### config.mk
export PLATFORM = sky130hd
export DESIGN_NAME = exc_seq
export DESIGN_NICKNAME = d
export VERILOG_FILES = /design/src/rtl/exc_seq.sv
export SDC_FILE = /design/constraint.sdc
export NUM_CORES = 1
export LEC_CHECK = 0
export BUFFER_PORTS_ARGS = -buffer_cell sky130_fd_sc_hd__buf_2
export CORE_ASPECT_RATIO = 1.5
export CORE_MARGIN = 8
export CORE_UTILIZATION = 37
export DETAILED_ROUTE_END_ITERATION = 8
export PLACE_DENSITY = 0.87
export SYNTH_ARGS = -nofsm -noshare
export SYNTH_HDL_FRONTEND = slang
export SYNTH_SLANG_ARGS = --single-unit
### constraint.sdc
create_clock -name clk -period 1.3 [get_ports clk]
set_input_delay 0.195 -clock clk [delete_from_list [all_inputs] [get_ports clk]]
set_output_delay 0.195 -clock clk [all_outputs]
set_load 0.005 [all_outputs]
### src/rtl/exc_seq.sv
// exc_seq -- exception sequencer for the multicycle core.
//
// Owns the 3-bit memory-address mux selector. While idle the main control
// unit's selector passes straight through. When an exception input is seen
// in IDLE the cause is latched and the block steps through:
//   CAPTURE : write EPC (datapath computes PC-4), point mux at vector byte
//   ADDR    : start the memory read, load the wait counter
//   WAIT    : hold the read for MEM_WAIT cycles, latch the handler byte
//   LOAD    : write PC with the zero-extended handler byte
//   DONE    : one-cycle completion pulse
// The main FSM must hold while busy is high.
//
// Parameters:
//   MEM_WAIT       cycles from mem_rd assertion to valid mem_rdata (1..7)
// Ports:
//   clk            core clock, rising edge
//   reset_n        synchronous active-low reset
//   exc_opcode     invalid-opcode pulse (highest priority)
//   exc_ovf        ALU overflow pulse
//   exc_div0       divide-by-zero pulse (lowest priority)
//   main_addr_sel  selector requested by the main control unit
//   mem_rdata      memory read data, [7:0] is the handler address
//   addr_sel       selector driven to the address mux
//   mem_rd         memory read strobe
//   epc_write      EPC write enable
//   pc_write       PC write enable for pc_value
//   pc_value       {24'b0, latched handler byte}
//   cause          01 opcode, 10 overflow, 11 div0, 00 none
//   busy           registered, high from CAPTURE through DONE
//   done           one-cycle pulse in DONE
//   exc_lost       sticky: an exception arrived while busy
module exc_seq #(
  parameter int unsigned MEM_WAIT = 1
) (
  input  logic        clk,
  input  logic        reset_n,
  input  logic        exc_opcode,
  input  logic        exc_ovf,
  input  logic        exc_div0,
  input  logic [2:0]  main_addr_sel,
  input  logic [31:0] mem_rdata,
  output logic [2:0]  addr_sel,
  output logic        mem_rd,
  output logic        epc_write,
  output logic        pc_write,
  output logic [31:0] pc_value,
  output logic [1:0]  cause,
  output logic        busy,
  output logic        done,
  output logic        exc_lost
);

  typedef enum logic [2:0] {
    S_IDLE,
    S_CAPTURE,
    S_ADDR,
    S_WAIT,
    S_LOAD,
    S_DONE
  } state_t;

  state_t      state;
  state_t      state_nxt;
  logic [2:0]  wait_cnt;
  logic [2:0]  vec_sel;
  logic [7:0]  pc_byte;
  logic        any_exc;
  logic [1:0]  cause_new;

  // Only the low byte of the read carries the handler address.
  logic        unused_rdata_hi;
  assign unused_rdata_hi = ^mem_rdata[31:8];

  // Fixed priority: opcode > overflow > divide-by-zero.
  function automatic logic [1:0] encode_cause(input logic opc,
                                              input logic ovf,
                                              input logic div0);
    logic [1:0] c;
    c = 2'b00;
    if (opc)       c = 2'b01;
    else if (ovf)  c = 2'b10;
    else if (div0) c = 2'b11;
    return c;
  endfunction

  // Mux inputs 4/5/6 select the constant vector bytes 253/254/255.
  // Input 7 (constant 0) is never chosen here.
  function automatic logic [2:0] vector_sel(input logic [1:0] c);
    logic [2:0] s;
    case (c)
      2'b01:   s = 3'd4;
      2'b10:   s = 3'd5;
      default: s = 3'd6;
    endcase
    return s;
  endfunction

  assign any_exc   = exc_opcode | exc_ovf | exc_div0;
  assign cause_new = encode_cause(exc_opcode, exc_ovf, exc_div0);
  assign pc_value  = {24'b0, pc_byte};

  // Next state and strobes. Outside IDLE the selector comes from the
  // register latched at acceptance so memory sees a stable address.
  always_comb begin
    state_nxt = state;
    addr_sel  = vec_sel;
    mem_rd    = 1'b0;
    epc_write = 1'b0;
    pc_write  = 1'b0;
    done      = 1'b0;
    case (state)
      S_IDLE: begin
        addr_sel = main_addr_sel;
        if (any_exc) state_nxt = S_CAPTURE;
      end
      S_CAPTURE: begin
        epc_write = 1'b1;
        state_nxt = S_ADDR;
      end
      S_ADDR: begin
        mem_rd    = 1'b1;
        state_nxt = S_WAIT;
      end
      S_WAIT: begin
        mem_rd = 1'b1;
        if (wait_cnt == 3'd0) state_nxt = S_LOAD;
      end
      S_LOAD: begin
        pc_write  = 1'b1;
        state_nxt = S_DONE;
      end
      S_DONE: begin
        done      = 1'b1;
        state_nxt = S_IDLE;
      end
      default: begin
        state_nxt = S_IDLE;
      end
    endcase
  end

  always_ff @(posedge clk) begin
    if (!reset_n) begin
      state    <= S_IDLE;
      wait_cnt <= 3'd0;
      vec_sel  <= 3'd0;
      pc_byte  <= 8'd0;
      cause    <= 2'b00;
      exc_lost <= 1'b0;
      busy     <= 1'b0;
    end else begin
      state <= state_nxt;
      // busy tracks the state being entered so it is a clean register output.
      busy  <= (state_nxt != S_IDLE);

      if (state == S_IDLE && any_exc) begin
        cause   <= cause_new;
        vec_sel <= vector_sel(cause_new);
      end

      // Exceptions are not queued; anything arriving outside IDLE
      // (including the edge that leaves DONE) is only recorded as lost.
      if (state != S_IDLE && any_exc) exc_lost <= 1'b1;

      case (state)
        S_ADDR: wait_cnt <= 3'(MEM_WAIT - 1);
        S_WAIT: begin
          if (wait_cnt != 3'd0) wait_cnt <= wait_cnt - 3'd1;
          else                  pc_byte  <= mem_rdata[7:0];
        end
        default: ;
      endcase
    end
  end

endmodule

### Word-level counts from Yosys, hierarchy flattened

Cells that the tools add are included.

* add/subtract/negate cells: 1
* bitwise logic cells: 3
* reductions and logical operators: 11
* muxes and demuxes: 14
* equality and inequality tests: 8

Operators by type and width (number)
* $pmux W3 S5: 1
* $mux W3: 4
* $reduce_bool A3 Y1: 3
* $eq A3 B2 Y1 const B: 2
* $eq A3 B3 Y1 const B: 2
* $logic_not A3 Y1: 2
* $mux W2: 3
* $pmux W3 S2: 1
* $mux W1: 4
* $pmux W2 S2: 1
* $reduce_and A2 Y1: 2
* $eq A3 B1 Y1 const B: 1
* $sub A3 B1 Y3 const B: 1
* $eq A2 B1 Y1 const B: 1
* $eq A2 B2 Y1 const B: 1
* $logic_and A1 B1 Y1: 2
* $ne A2 B2 Y1 const B: 1
* $or A1 B1 Y1: 2
* $reduce_bool A2 Y1: 1
* $reduce_or A2 Y1: 1
* $not A1 Y1: 1

* bits in registers: 21
* output and inout port bits: 43
* word-level logic and storage cells: 44
* input port bits: 40

### Depth between registers and ports, before layout

* word-level depth: 5
* gate-level depth with buffers: 6
* mapped depth without buffers: 5

### Worst setup path before layout

No wires, ideal clock.

* path type: reg-to-reg
* start: reg wait_cnt[0]
* end: reg state[2]
* data required time: 1185 ps
* library setup time: 115 ps
* cell stages (with the launch flop): 7
* clock period less this slack: 1337 ps
* arrival: 1223 ps
* setup slack: -37 ps
* buffers on the path: 1
* cell sequence: dfxtp_1 > inv_1 > ha_1 > and3b_1 > and2_1 > buf_6 > o21a_1

* word-level cells in the longest chain between the ends: 3

Ends and longest elaborated chain
* from (decl): RTL line 64 `logic [2:0] wait_cnt;`
* from (signal assigned): RTL line 166 `S_ADDR: wait_cnt <= 3'(MEM_WAIT - 1);`
* from (signal assigned): RTL line 168 `if (wait_cnt != 3'd0) wait_cnt <= wait_cnt - 3'd1;`
* $logic_not A3 Y1: RTL line 126 `if (wait_cnt == 3'd0) state_nxt = S_LOAD;`
* $mux W3: RTL line 126
* $pmux W3 S5: RTL line 111 `case (state)`
* to (signal assigned): RTL line 152 `state <= state_nxt;`
* to (decl): RTL line 62 `state_t state;`

No other way between the ends.
A chain may end at the register's enable or synchronous reset.

### Worst setup path in the final report

* start: reg state[1]
* end: out addr_sel[0]

* word-level cells in the longest chain between the ends: 2

Ends and longest elaborated chain
* $logic_not A3 Y1: RTL line 111
* $mux W3: RTL line 111
* to (decl): RTL line 42 `output logic [2:0] addr_sel,`

No other way between the ends.

==> flow_summary.ini <==
[run_status]
status = finished with violations
violations = setup timing

[timing]
rsz0062_at_grt = yes
setup_viol = 9
maxSlewViolCount = 0
setup_slack_ns = -0.138
final_hold_viol_count = 0
tightest_slew_ns = 0.518
relSlewSlack_pct = 65.1
finalCritPeriodShare_pct = 111
skew_ns = 0.00210
fin_crit_ns = 1.44
max_freq_ghz = 0.695
whs_ns = 0.182

[final_layout]
fin_util_pct = 50.5
nNetsFinal = 235
stdcell_count = 231
areaGrowthSynthToFinish_pct = 32.1
drive_gt1_share_pct = 43.5
fill_cells = 314
diodes = 0

[global_routing]
gr-usage-all-layers_pct = 10.6
antenna_found_initial = 0
grt_max_degree = 29
first_global_vias = 1108
gr-total-overflow = 0
grt_pass1_wl_um = 4690

[route]
drt_wl_total_um = 3000
post-route-drc-count = 0
drt-pass1-iter-count = 4
vias = 1059
final_antenna_net_count = 0
wire_per_inst_um = 13.0
vias_per_cell = 4.58
drt-initial-drc-count = 30

[critical_path]
required_ns = 1.11
critPathSlowestCell = or3_4
path_max_fanout = 4
end_kind = output port
slowest_delay_ns = 0.42
crit_arrival_ns = 1.24
critPathLaunchType = register
path_class = reg -> out
path_cells = or3_4, nand2_2, nand2_1, buf_2

[run]
drv_cap = 0

[pwr]
ir_drop_v = 0.000811
pwr_density_cell_nw_per_um2 = 1380
total_power_w = 0.00218
p_leak_nw = 0.763

[synthesis]
postSynthAreaPerCell_sq_um = 8.47
synthTopCellsByCount = nand2_1 (34), buf_4 (24), dfxtp_1 (21), mux2i_1 (10), a21oi_1 (5)
synth_most_common_cell = nand2_1
seq_area_frac_synth_pct = 35.2
synthArstFlopShare_pct = 0
ys.flop_type = dfxtp_1
yosysTopAreaCell = dfxtp_1
yosys_warnings = 0
netlist.area_leader.share_pct = 35.2
ys_ff_latch = 21
synth_area_sq_um = 1190
ys_types = 34
synth-edff-count = 0
synth_area_leaders = dfxtp_1 (35%), buf_4 (15%), nand2_1 (11%)
synthCells = 141

[floorplanning]
die_h_um = 85.6
start_util_pct = 38.2
io-pin-count = 83
die_w_um = 62.4
core-area_sq_um = 3130
dieArea_sq_um = 5340
rows = 25

[clock_network]
cts_sinks = 21
clk_pin_slew_ns = 0.08
numCtsBuffers = 3
cts_tree = built
htreeDepth = 1
cts-root-buf = clkbuf_8
clock_latency_ns = 0.25
clk_path_buf_depth = 2

[place]
place_inst = 220
io_buffer_count = 34
gp_congestion = 0.763
dp.final_hpwl_um = 2150
preCtsSetupSlack_ns = -0.121

[min_path]
hold_class = in -> reg
cells in the final DEF (no fill, tap or decap), types with 2 or more instances in the layout:
cell | netlist | layout
nor2_1 | 4 | 3
ha_1 | 3 | 2
nand2_2 | 0 | 4
dfxtp_1 | 21 | 16
clkbuf_8 | 0 | 3
inv_1 | 4 | 2
nor3_2 | 2 | 2
a21oi_1 | 5 | 4
mux2i_1 | 10 | 10
buf_6 | 2 | 7
and2_4 | 0 | 2
buf_4 | 24 | 12
inv_2 | 1 | 3
nand2_1 | 34 | 30
conb_1 | 1 | 24
o21ai_0 | 4 | 4
buf_2 | 2 | 34
o21a_1 | 3 | 3
dfxtp_2 | 0 | 5
through the flow:
| stage | setup TNS, ns | cell area, sq um |
|---|---|---|
| 2_1_floorplan | 0 | 1280 |
| 3_3_place_gp | -0.684 | 1370 |
| 3_5_place_dp | -0.955 | 1370 |
| 4_1_cts | -0.449 | 1490 |
| 5_1_grt | -1.70 | 1580 |
| 6_report | -0.650 | 1580 |
worst max-delay path, delay by kind of cell (launching register included):
family	cells	cell delay, ns
simple gates	3	0.53
flops	1	0.34
buf+inv	1	0.12
cell type report:
type | instances | area, sq um | area share, %
Clock buffer | 4 | 45.0 | 2.85
Inverter | 5 | 18.8 | 1.19
Multi-Input combinational cell | 108 | 699 | 44.3
Sequential cell | 21 | 427 | 27.0
Tap cell | 40 | 50.0 | 3.17
Timing Repair Buffer | 53 | 339 | 21.5
layer usage:
metal	track usage [%]	part of all wire (%)	up-vias
met5	0	0	-
met4	7.50	2.6	0
met3	4.04	8.0	4
met2	19.3	53	45
met1	9.26	36	496
li1	-	-	514
sequential cells by signal (all words and copies together) (netlist names):
| register | flops |
|---|---|
| state | 3 |
| busy | 1 |
| pc_byte | 8 |
| wait_cnt | 3 |
| vec_sel | 3 |
| cause | 2 |
| exc_lost | 1 |
repair_timing:
action,in CTS,in global routing
hold buffers,0,0
pin swaps,9,6
gates cloned,0,0
resized for setup,17,15
setup endpoints to repair,16,20
buffers inserted,3,4
logic make-up after synthesis:
group	synth area share (%)
mux	8.38
buf+inv	20.0
compound gates	9.22
simple gates	23.8
other cells	0.314
fa+ha+maj	3.14
flops	35.2
power breakdown:
part	total (W)	internal, W	switching (W)
clock network	0.000420	0.000218	0.000202
logic	0.000964	0.000495	0.000469
registers	0.000799	0.000739	0.0000593
path summary, 6_finish.rpt:
kind                                start  slack [ns]                 endpoint  depth (start not counted)
setup / recovery      state[1]$_SDFF_PN0_       -0.14              addr_sel[0]                          4
hold / removal               mem_rdata[1]        0.18  pc_byte[1]$_SDFFE_PN0P_                          3
hold reg to reg   pc_byte[1]$_SDFFE_PN0P_        0.46  pc_byte[1]$_SDFFE_PN0P_                          2
setup reg to reg      state[2]$_SDFF_PN0_       -0.13      state[0]$_SDFF_PN0_                          4
No activity file was read; power rests on OpenSTA's default activity.
